**src/rtl/morra_cinese_param_pkg.sv**
```systemverilog
// Shared encodings, FSM state type and round-outcome function for the Morra Cinese match controller.
package morra_pkg;

    localparam logic [1:0] RIS_NULLA = 2'b00;
    localparam logic [1:0] RIS_P1    = 2'b01;
    localparam logic [1:0] RIS_P2    = 2'b10;
    localparam logic [1:0] RIS_PARI  = 2'b11;

    // DONE encodes as zero so an uninitialised controller idles until the first INIZIA.
    typedef enum logic {
        DONE = 1'b0,
        PLAY = 1'b1
    } stato_t;

    // Outcome of two legal moves a,b in 1..n (n odd): the lower half of the cyclic distance beats.
    function automatic logic [1:0] vince(input int unsigned a, input int unsigned b, input int unsigned n);
        int unsigned d;
        d = (a + n - b) % n;
        if (d == 0)
            return RIS_PARI;
        else if (d <= (n - 1) / 2)
            return RIS_P1;
        else
            return RIS_P2;
    endfunction

endpackage

```
**src/rtl/morra_cinese_param_if.sv**
```systemverilog
// Move/result bus between the board (master) and the match controller (slave).
interface morra_cinese_param_if #(
    parameter int unsigned MW = 2
);
    logic [MW-1:0] PRIMO;
    logic [MW-1:0] SECONDO;
    logic [1:0]    MANCHE;
    logic [1:0]    PARTITA;

    modport master (output PRIMO, output SECONDO, input MANCHE, input PARTITA);
    modport slave  (input PRIMO, input SECONDO, output MANCHE, output PARTITA);
endinterface

```
**src/rtl/morra_cinese_param_arbitro.sv**
```systemverilog
// Combinational round judge: legality, no-repeat rule for the last winner, then the outcome.
module morra_arbitro
    import morra_pkg::*;
#(
    parameter int unsigned N_MOSSE = 3,
    parameter int unsigned MW      = 2
) (
    input  logic [MW-1:0] primo,
    input  logic [MW-1:0] secondo,
    input  logic          last_valid,
    input  logic          last_p2,
    input  logic [MW-1:0] last_move,
    output logic [1:0]    esito_c
);

    logic legal_c;
    logic repeat_c;

    assign legal_c  = (primo != '0) && (32'(primo) <= N_MOSSE) &&
                      (secondo != '0) && (32'(secondo) <= N_MOSSE);
    assign repeat_c = last_valid && (last_p2 ? (secondo == last_move) : (primo == last_move));
    assign esito_c  = (legal_c && !repeat_c) ? vince(32'(primo), 32'(secondo), N_MOSSE) : RIS_NULLA;

endmodule

```
**src/rtl/morra_cinese_param.sv**
```systemverilog
// Match controller: judges one round per clock, tracks wins and ends the match on lead or length.
module morra_cinese_param
    import morra_pkg::*;
#(
    parameter int unsigned N_MOSSE    = 3,
    parameter int unsigned MW         = 2,
    parameter int unsigned MIN_MANCHE = 4,
    parameter int unsigned MAX_MANCHE = 19,
    parameter int unsigned VANTAGGIO  = 2
) (
    input  logic                 clk,
    input  logic                 INIZIA,
    morra_cinese_param_if.slave  bus
);

    localparam int unsigned CW = $clog2(MAX_MANCHE + 1);

    stato_t        state_q, state_d;
    logic [CW-1:0] len_q, len_load_c;
    logic [CW-1:0] giocate_q, giocate_d;
    logic [CW-1:0] wins_p_q, wins_p_d;
    logic [CW-1:0] wins_s_q, wins_s_d;
    logic [CW-1:0] lead_c;
    logic          last_valid_q, last_valid_d;
    logic          last_p2_q, last_p2_d;
    logic [MW-1:0] last_move_q, last_move_d;
    logic [1:0]    manche_q, manche_d;
    logic [1:0]    partita_q, partita_d;
    logic [1:0]    esito_c;
    logic [31:0]   len_sum_c;

    morra_arbitro #(.N_MOSSE(N_MOSSE), .MW(MW)) u_arbitro (
        .primo      (bus.PRIMO),
        .secondo    (bus.SECONDO),
        .last_valid (last_valid_q),
        .last_p2    (last_p2_q),
        .last_move  (last_move_q),
        .esito_c    (esito_c)
    );

    // Match length taken from the concatenated moves while INIZIA is high.
    assign len_sum_c  = 32'(MIN_MANCHE) + 32'({bus.PRIMO, bus.SECONDO});
    assign len_load_c = (len_sum_c > 32'(MAX_MANCHE)) ? CW'(MAX_MANCHE) : CW'(len_sum_c);

    always_comb begin
        state_d      = state_q;
        giocate_d    = giocate_q;
        wins_p_d     = wins_p_q;
        wins_s_d     = wins_s_q;
        last_valid_d = last_valid_q;
        last_p2_d    = last_p2_q;
        last_move_d  = last_move_q;
        manche_d     = RIS_NULLA;
        partita_d    = partita_q;
        lead_c       = '0;
        case (state_q)
            PLAY: begin
                manche_d = esito_c;
                if (esito_c != RIS_NULLA) begin
                    giocate_d = giocate_q + CW'(1);
                    case (esito_c)
                        RIS_P1: begin
                            wins_p_d     = wins_p_q + CW'(1);
                            last_valid_d = 1'b1;
                            last_p2_d    = 1'b0;
                            last_move_d  = bus.PRIMO;
                        end
                        RIS_P2: begin
                            wins_s_d     = wins_s_q + CW'(1);
                            last_valid_d = 1'b1;
                            last_p2_d    = 1'b1;
                            last_move_d  = bus.SECONDO;
                        end
                        default: begin
                            last_valid_d = 1'b0;
                            last_p2_d    = 1'b0;
                            last_move_d  = '0;
                        end
                    endcase
                    // End-of-match test uses the counts including this round.
                    lead_c = (wins_p_d >= wins_s_d) ? (wins_p_d - wins_s_d) : (wins_s_d - wins_p_d);
                    if (((giocate_d >= CW'(MIN_MANCHE)) && (lead_c >= CW'(VANTAGGIO))) ||
                        (giocate_d == len_q)) begin
                        state_d = DONE;
                        if (wins_p_d > wins_s_d)
                            partita_d = RIS_P1;
                        else if (wins_s_d > wins_p_d)
                            partita_d = RIS_P2;
                        else
                            partita_d = RIS_PARI;
                    end
                end
            end
            default: manche_d = RIS_NULLA;
        endcase
    end

    always_ff @(posedge clk) begin
        if (INIZIA) begin
            state_q      <= PLAY;
            len_q        <= len_load_c;
            giocate_q    <= '0;
            wins_p_q     <= '0;
            wins_s_q     <= '0;
            last_valid_q <= 1'b0;
            last_p2_q    <= 1'b0;
            last_move_q  <= '0;
            manche_q     <= RIS_NULLA;
            partita_q    <= RIS_NULLA;
        end else begin
            state_q      <= state_d;
            giocate_q    <= giocate_d;
            wins_p_q     <= wins_p_d;
            wins_s_q     <= wins_s_d;
            last_valid_q <= last_valid_d;
            last_p2_q    <= last_p2_d;
            last_move_q  <= last_move_d;
            manche_q     <= manche_d;
            partita_q    <= partita_d;
        end
    end

    assign bus.MANCHE  = manche_q;
    assign bus.PARTITA = partita_q;

endmodule

```
**src/flat_wrapper.sv**
```systemverilog
// flat-port wrapper written by rule: the top's interface ports become plain ports
module morra_cinese_param_flat import morra_pkg::*;
#(
    parameter int unsigned N_MOSSE    = 3,
    parameter int unsigned MW         = 2,
    parameter int unsigned MIN_MANCHE = 4,
    parameter int unsigned MAX_MANCHE = 19,
    parameter int unsigned VANTAGGIO  = 2
)
  (clk, INIZIA, bus_PRIMO, bus_SECONDO, bus_MANCHE, bus_PARTITA);
  morra_cinese_param_if #(.MW(MW)) bus_i ();
  input  logic clk;
  input  logic INIZIA;
  input wire logic [$bits(bus_i.PRIMO)-1:0] bus_PRIMO;
  input wire logic [$bits(bus_i.SECONDO)-1:0] bus_SECONDO;
  output wire logic [$bits(bus_i.MANCHE)-1:0] bus_MANCHE;
  output wire logic [$bits(bus_i.PARTITA)-1:0] bus_PARTITA;
  assign bus_i.PRIMO = bus_PRIMO;
  assign bus_i.SECONDO = bus_SECONDO;
  assign bus_MANCHE = bus_i.MANCHE;
  assign bus_PARTITA = bus_i.PARTITA;
  morra_cinese_param #(.N_MOSSE(N_MOSSE), .MW(MW), .MIN_MANCHE(MIN_MANCHE), .MAX_MANCHE(MAX_MANCHE), .VANTAGGIO(VANTAGGIO)) u_core (.clk(clk), .INIZIA(INIZIA), .bus(bus_i));
endmodule
```
**config.mk**
```make
export PLATFORM = sky130hd
export DESIGN_NAME = morra_cinese_param_flat
export DESIGN_NICKNAME = d
export VERILOG_FILES = /design/src/rtl/morra_cinese_param_pkg.sv /design/src/rtl/morra_cinese_param_if.sv /design/src/rtl/morra_cinese_param_arbitro.sv /design/src/rtl/morra_cinese_param.sv /design/src/flat_wrapper.sv
export SDC_FILE = /design/constraint.sdc
export NUM_CORES = 1
export LEC_CHECK = 0
export BUFFER_PORTS_ARGS = -buffer_cell sky130_fd_sc_hd__buf_4
export CAP_MARGIN = 30
export CORE_MARGIN = 2
export CORE_UTILIZATION = 28
export DETAILED_ROUTE_END_ITERATION = 8
export PLACE_DENSITY = 0.53
export SYNTH_ARGS = -nofsm -noshare
export SYNTH_HDL_FRONTEND = slang
export SYNTH_SLANG_ARGS = --single-unit
export TNS_END_PERCENT = 5
```
**constraint.sdc**
```tcl
create_clock -name clk -period 9.16 [get_ports clk]
set_clock_uncertainty 0.05 [all_clocks]
set_input_delay 1.832 -clock clk [delete_from_list [all_inputs] [get_ports clk]]
set_output_delay 1.832 -clock clk [all_outputs]
set_load 0.005 [all_outputs]
```
==> results.toml <==
[run_status]
status = "completed"

[sta]
hold_viol_final = 0
fin_crit_sh_pct = 78.6
whs_ps = 410
worst_pin_slew_ps = 837
fin_tns_setup_ps = 0
slew_violations = 0
fmax_mhz = 139
rsz0062_at_grt = "false"
max_slew_margin_pct = 44.2
setup_violations = 0
period_minus_slack_ps = 7200

[critical_path]
cp_max_fo = 8
startpoint_type = "input port"
cp_top_family = "adder cells"
cp.buffers_inverters = 6
reg2reg_from = "u_core.last_p2_q$_SDFFE_PP0P_"
r2r_slack_ps = 4810
crit_slowest_cell = "fa_1"
end_kind = "register"
arrival_ps = 7340
reg2reg_to = "u_core.bus.PARTITA[1]$_SDFFE_PP0P_"
rr_worst_depth = 15
critPathMaxStageDelay_ps = 560
crit_required_ps = 9300
crit_type = "input port to register"

[floorplanning]
io_pins = 10
start_util_pct = 29.2
rows = 31
die_h_um = 91.4
dieArea_sq_um = 8350
core_area_sq_um = 7330
die_x_um = 91.4

[placement]
dpl_cell_area_sq_um = 2260
port_buffers = 9
place.gp.congestion = 0.800
dp_hpwl_um = 3110

[power_and_ir_drop]
ir_drop_uv = 77.4
power.total_mw = 0.538
p_per_area_nw_per_um2 = 224
p_leak_nw = 1.06

[logic_synthesis]
yosys_warnings = 0
ys_seq_area_share_pct = 29.5
syn_avg_cell_area_sq_um = 8.49
yosysUniqueCellTypes = 43
synth_cells = 252
synth_ff_type = "dfxtp_1"
ys_seq_elements = 29
synth_edf_count = 5
netlist_area_sq_um = 2140
postSynth.asyncResetShare_pct = 0

[routing]
route.detailed.drc = 0
first_iter_violations = 37
viasPerCell = 4.63
drt-total-wl_um = 4100
firstDrtPassIters = 4
num_vias = 1635
wl_per_cell_um = 11.6
ant_nets = 0

[cells_and_area]
synthToLayoutAreaGrowth_pct = 12.0
fill_cells = 762
final_net_count = 286
final_area_sq_um = 2390
diodes = 0
utilization_pct = 32.7
drive_above_1_share_pct = 7.48

[min_path]
hold_end = "u_core.last_valid_q$_SDFFE_PP0P_"
hold_path_startpoint = "u_core.last_valid_q$_SDFFE_PP0P_"
hold_depth = 2
hold_class = "register to register"

[cts]
path_clk_slew_ps = 70
cts_tree = "done"
cts_buffers = 5
clock_sinks = 29
h-tree-depth = 2
ctsResizeCount = 0
ctsHoldBuffers = 0
root_buffer = "clkbuf_8"
clkLatencyLatePin_ps = 280
post_cts_buffers = 0
cts_buffer_depth = 2

[flow_run]
maxCapViolations = 0

[global_route]
grt_max_degree = 29
grt_first_pass_wirelength_um = 6910
grt-ovfl-total = 0
grt_pass1_vias = 1581
grt_antenna_before_repair = 0
grt_use_total_pct = 10.2
-- synth_stat cells, drive strengths merged, types with 2 or more instances --
library cell | instances | share of area (%)
a211oi | 5 | 1.8
a21oi | 20 | 5.2
a221oi | 3 | 1.2
a22oi | 3 | 1.1
a311oi | 2 | 0.82
buf | 3 | 1.1
clkbuf | 13 | 2.3
dfxtp | 24 | 22
edfxtp | 5 | 7.0
fa | 3 | 2.8
ha | 24 | 14
inv | 22 | 3.9
mux2i | 4 | 1.9
nand2 | 16 | 2.8
nand2b | 6 | 1.8
nand3 | 4 | 0.94
nand4 | 5 | 1.5
nor2 | 20 | 3.5
nor2b | 2 | 0.59
nor3 | 3 | 0.70
o211ai | 2 | 0.70
o21ai | 14 | 3.5
o31ai | 2 | 0.70
o41ai | 2 | 0.82
or3 | 9 | 2.6
xnor2 | 6 | 2.5
xor2 | 19 | 7.8
-- per-layer routing --
layer | GRT usage, % | vias to the layer above | part of all wire, %
met5 | 0 | - | 0
met4 | 4.29 | 0 | 1.8
met3 | 2.82 | 11 | 2.3
met2 | 16.1 | 16 | 46
met1 | 13.0 | 742 | 50
li1 | - | 866 | -
-- cells by family (layout without fill, tap and decap cells) --
family | Yosys count | count (layout) | share of synthesized area, %
simple gates | 69 | 69 | 15.9
compound gates | 59 | 59 | 18.2
buf+inv | 38 | 39 | 7.26
flops | 29 | 29 | 29.5
fa+ha+maj | 27 | 27 | 16.9
xor+xnor | 25 | 25 | 10.2
mux | 4 | 4 | 1.87
other cells | 1 | 2 | 0.175
-- cells in the final DEF, fill, tap and decap left out, types with 4 or more instances in the layout --
master and count:
nand4_1 5, a211oi_1 5, dfxtp_1 24, clkbuf_8 5
nor2_1 20, nand2_1 16, nand3_1 4, xor2_1 19
ha_1 24, mux2i_1 4, buf_4 9, edfxtp_1 5
nand2b_1 6, or3_1 9, xnor2_1 6, inv_1 22
o21ai_0 12, a21oi_1 19
-- sequential cells by signal, indices dropped and copies added, names as in the netlist --
signal	cells
u_core.len_q	5
u_core.wins_s_q	5
u_core.state_q	1
u_core.last_p2_q	1
u_core.giocate_q	5
u_core.last_move_q	2
u_core.bus.PARTITA	2
u_core.last_valid_q	1
u_core.bus.MANCHE	2
u_core.wins_p_q	5
-- per-stage QoR --
stage | worst slack [ps] | cells
floorplan | 2180 | 253
global placement | 1730 | 345
detailed placement | 1620 | 345
CTS | 1930 | 353
global route | 1470 | 353
finish | 1960 | 353
-- worst max-delay path by stage --
stage | from | endpoint | slack [ps] | cells after the start
3_5_place_dp | bus_SECONDO[0] | u_core.bus.PARTITA[1]$_SDFFE_PP0P_ | 1620 | 26
6_report | bus_SECONDO[0] | u_core.bus.PARTITA[1]$_SDFFE_PP0P_ | 1960 | 26
3_3_place_gp | bus_SECONDO[0] | u_core.bus.PARTITA[1]$_SDFFE_PP0P_ | 1730 | 26
2_1_floorplan | bus_SECONDO[0] | u_core.bus.PARTITA[0]$_SDFFE_PP0P_ | 2180 | 26
5_1_grt | bus_SECONDO[0] | u_core.bus.PARTITA[1]$_SDFFE_PP0P_ | 1470 | 26
4_1_cts | bus_SECONDO[0] | u_core.bus.PARTITA[1]$_SDFFE_PP0P_ | 1930 | 26
-- layout make-up --
class / instances / area, sq um / area share, %
Inverter: 22 / 82.6 / 3.45
Sequential cell: 29 / 631 / 26.3
Tap cell: 99 / 124 / 5.17
Clock inverter: 3 / 65.1 / 2.72
Clock buffer: 5 / 68.8 / 2.87
Timing Repair Buffer: 9 / 67.6 / 2.82
Multi-Input combinational cell: 186 / 1360 / 56.6
-- tightest hold or removal path, delay by kind of cell (launching register included) --
kind               cells  cell delay (ps)
AOI/OAI and AO/OA      1               50
and+or+nand+nor        1               50
DFF                    1              310
-- where the power goes --
group	switching, mW	total [mW]	internal, mW
Clock	0.0492	0.157	0.108
Sequential	0.0172	0.164	0.147
Combinational	0.121	0.216	0.0956
Total	0.187	0.538	0.351
Note: power is estimated with default switching activity, not from simulation.
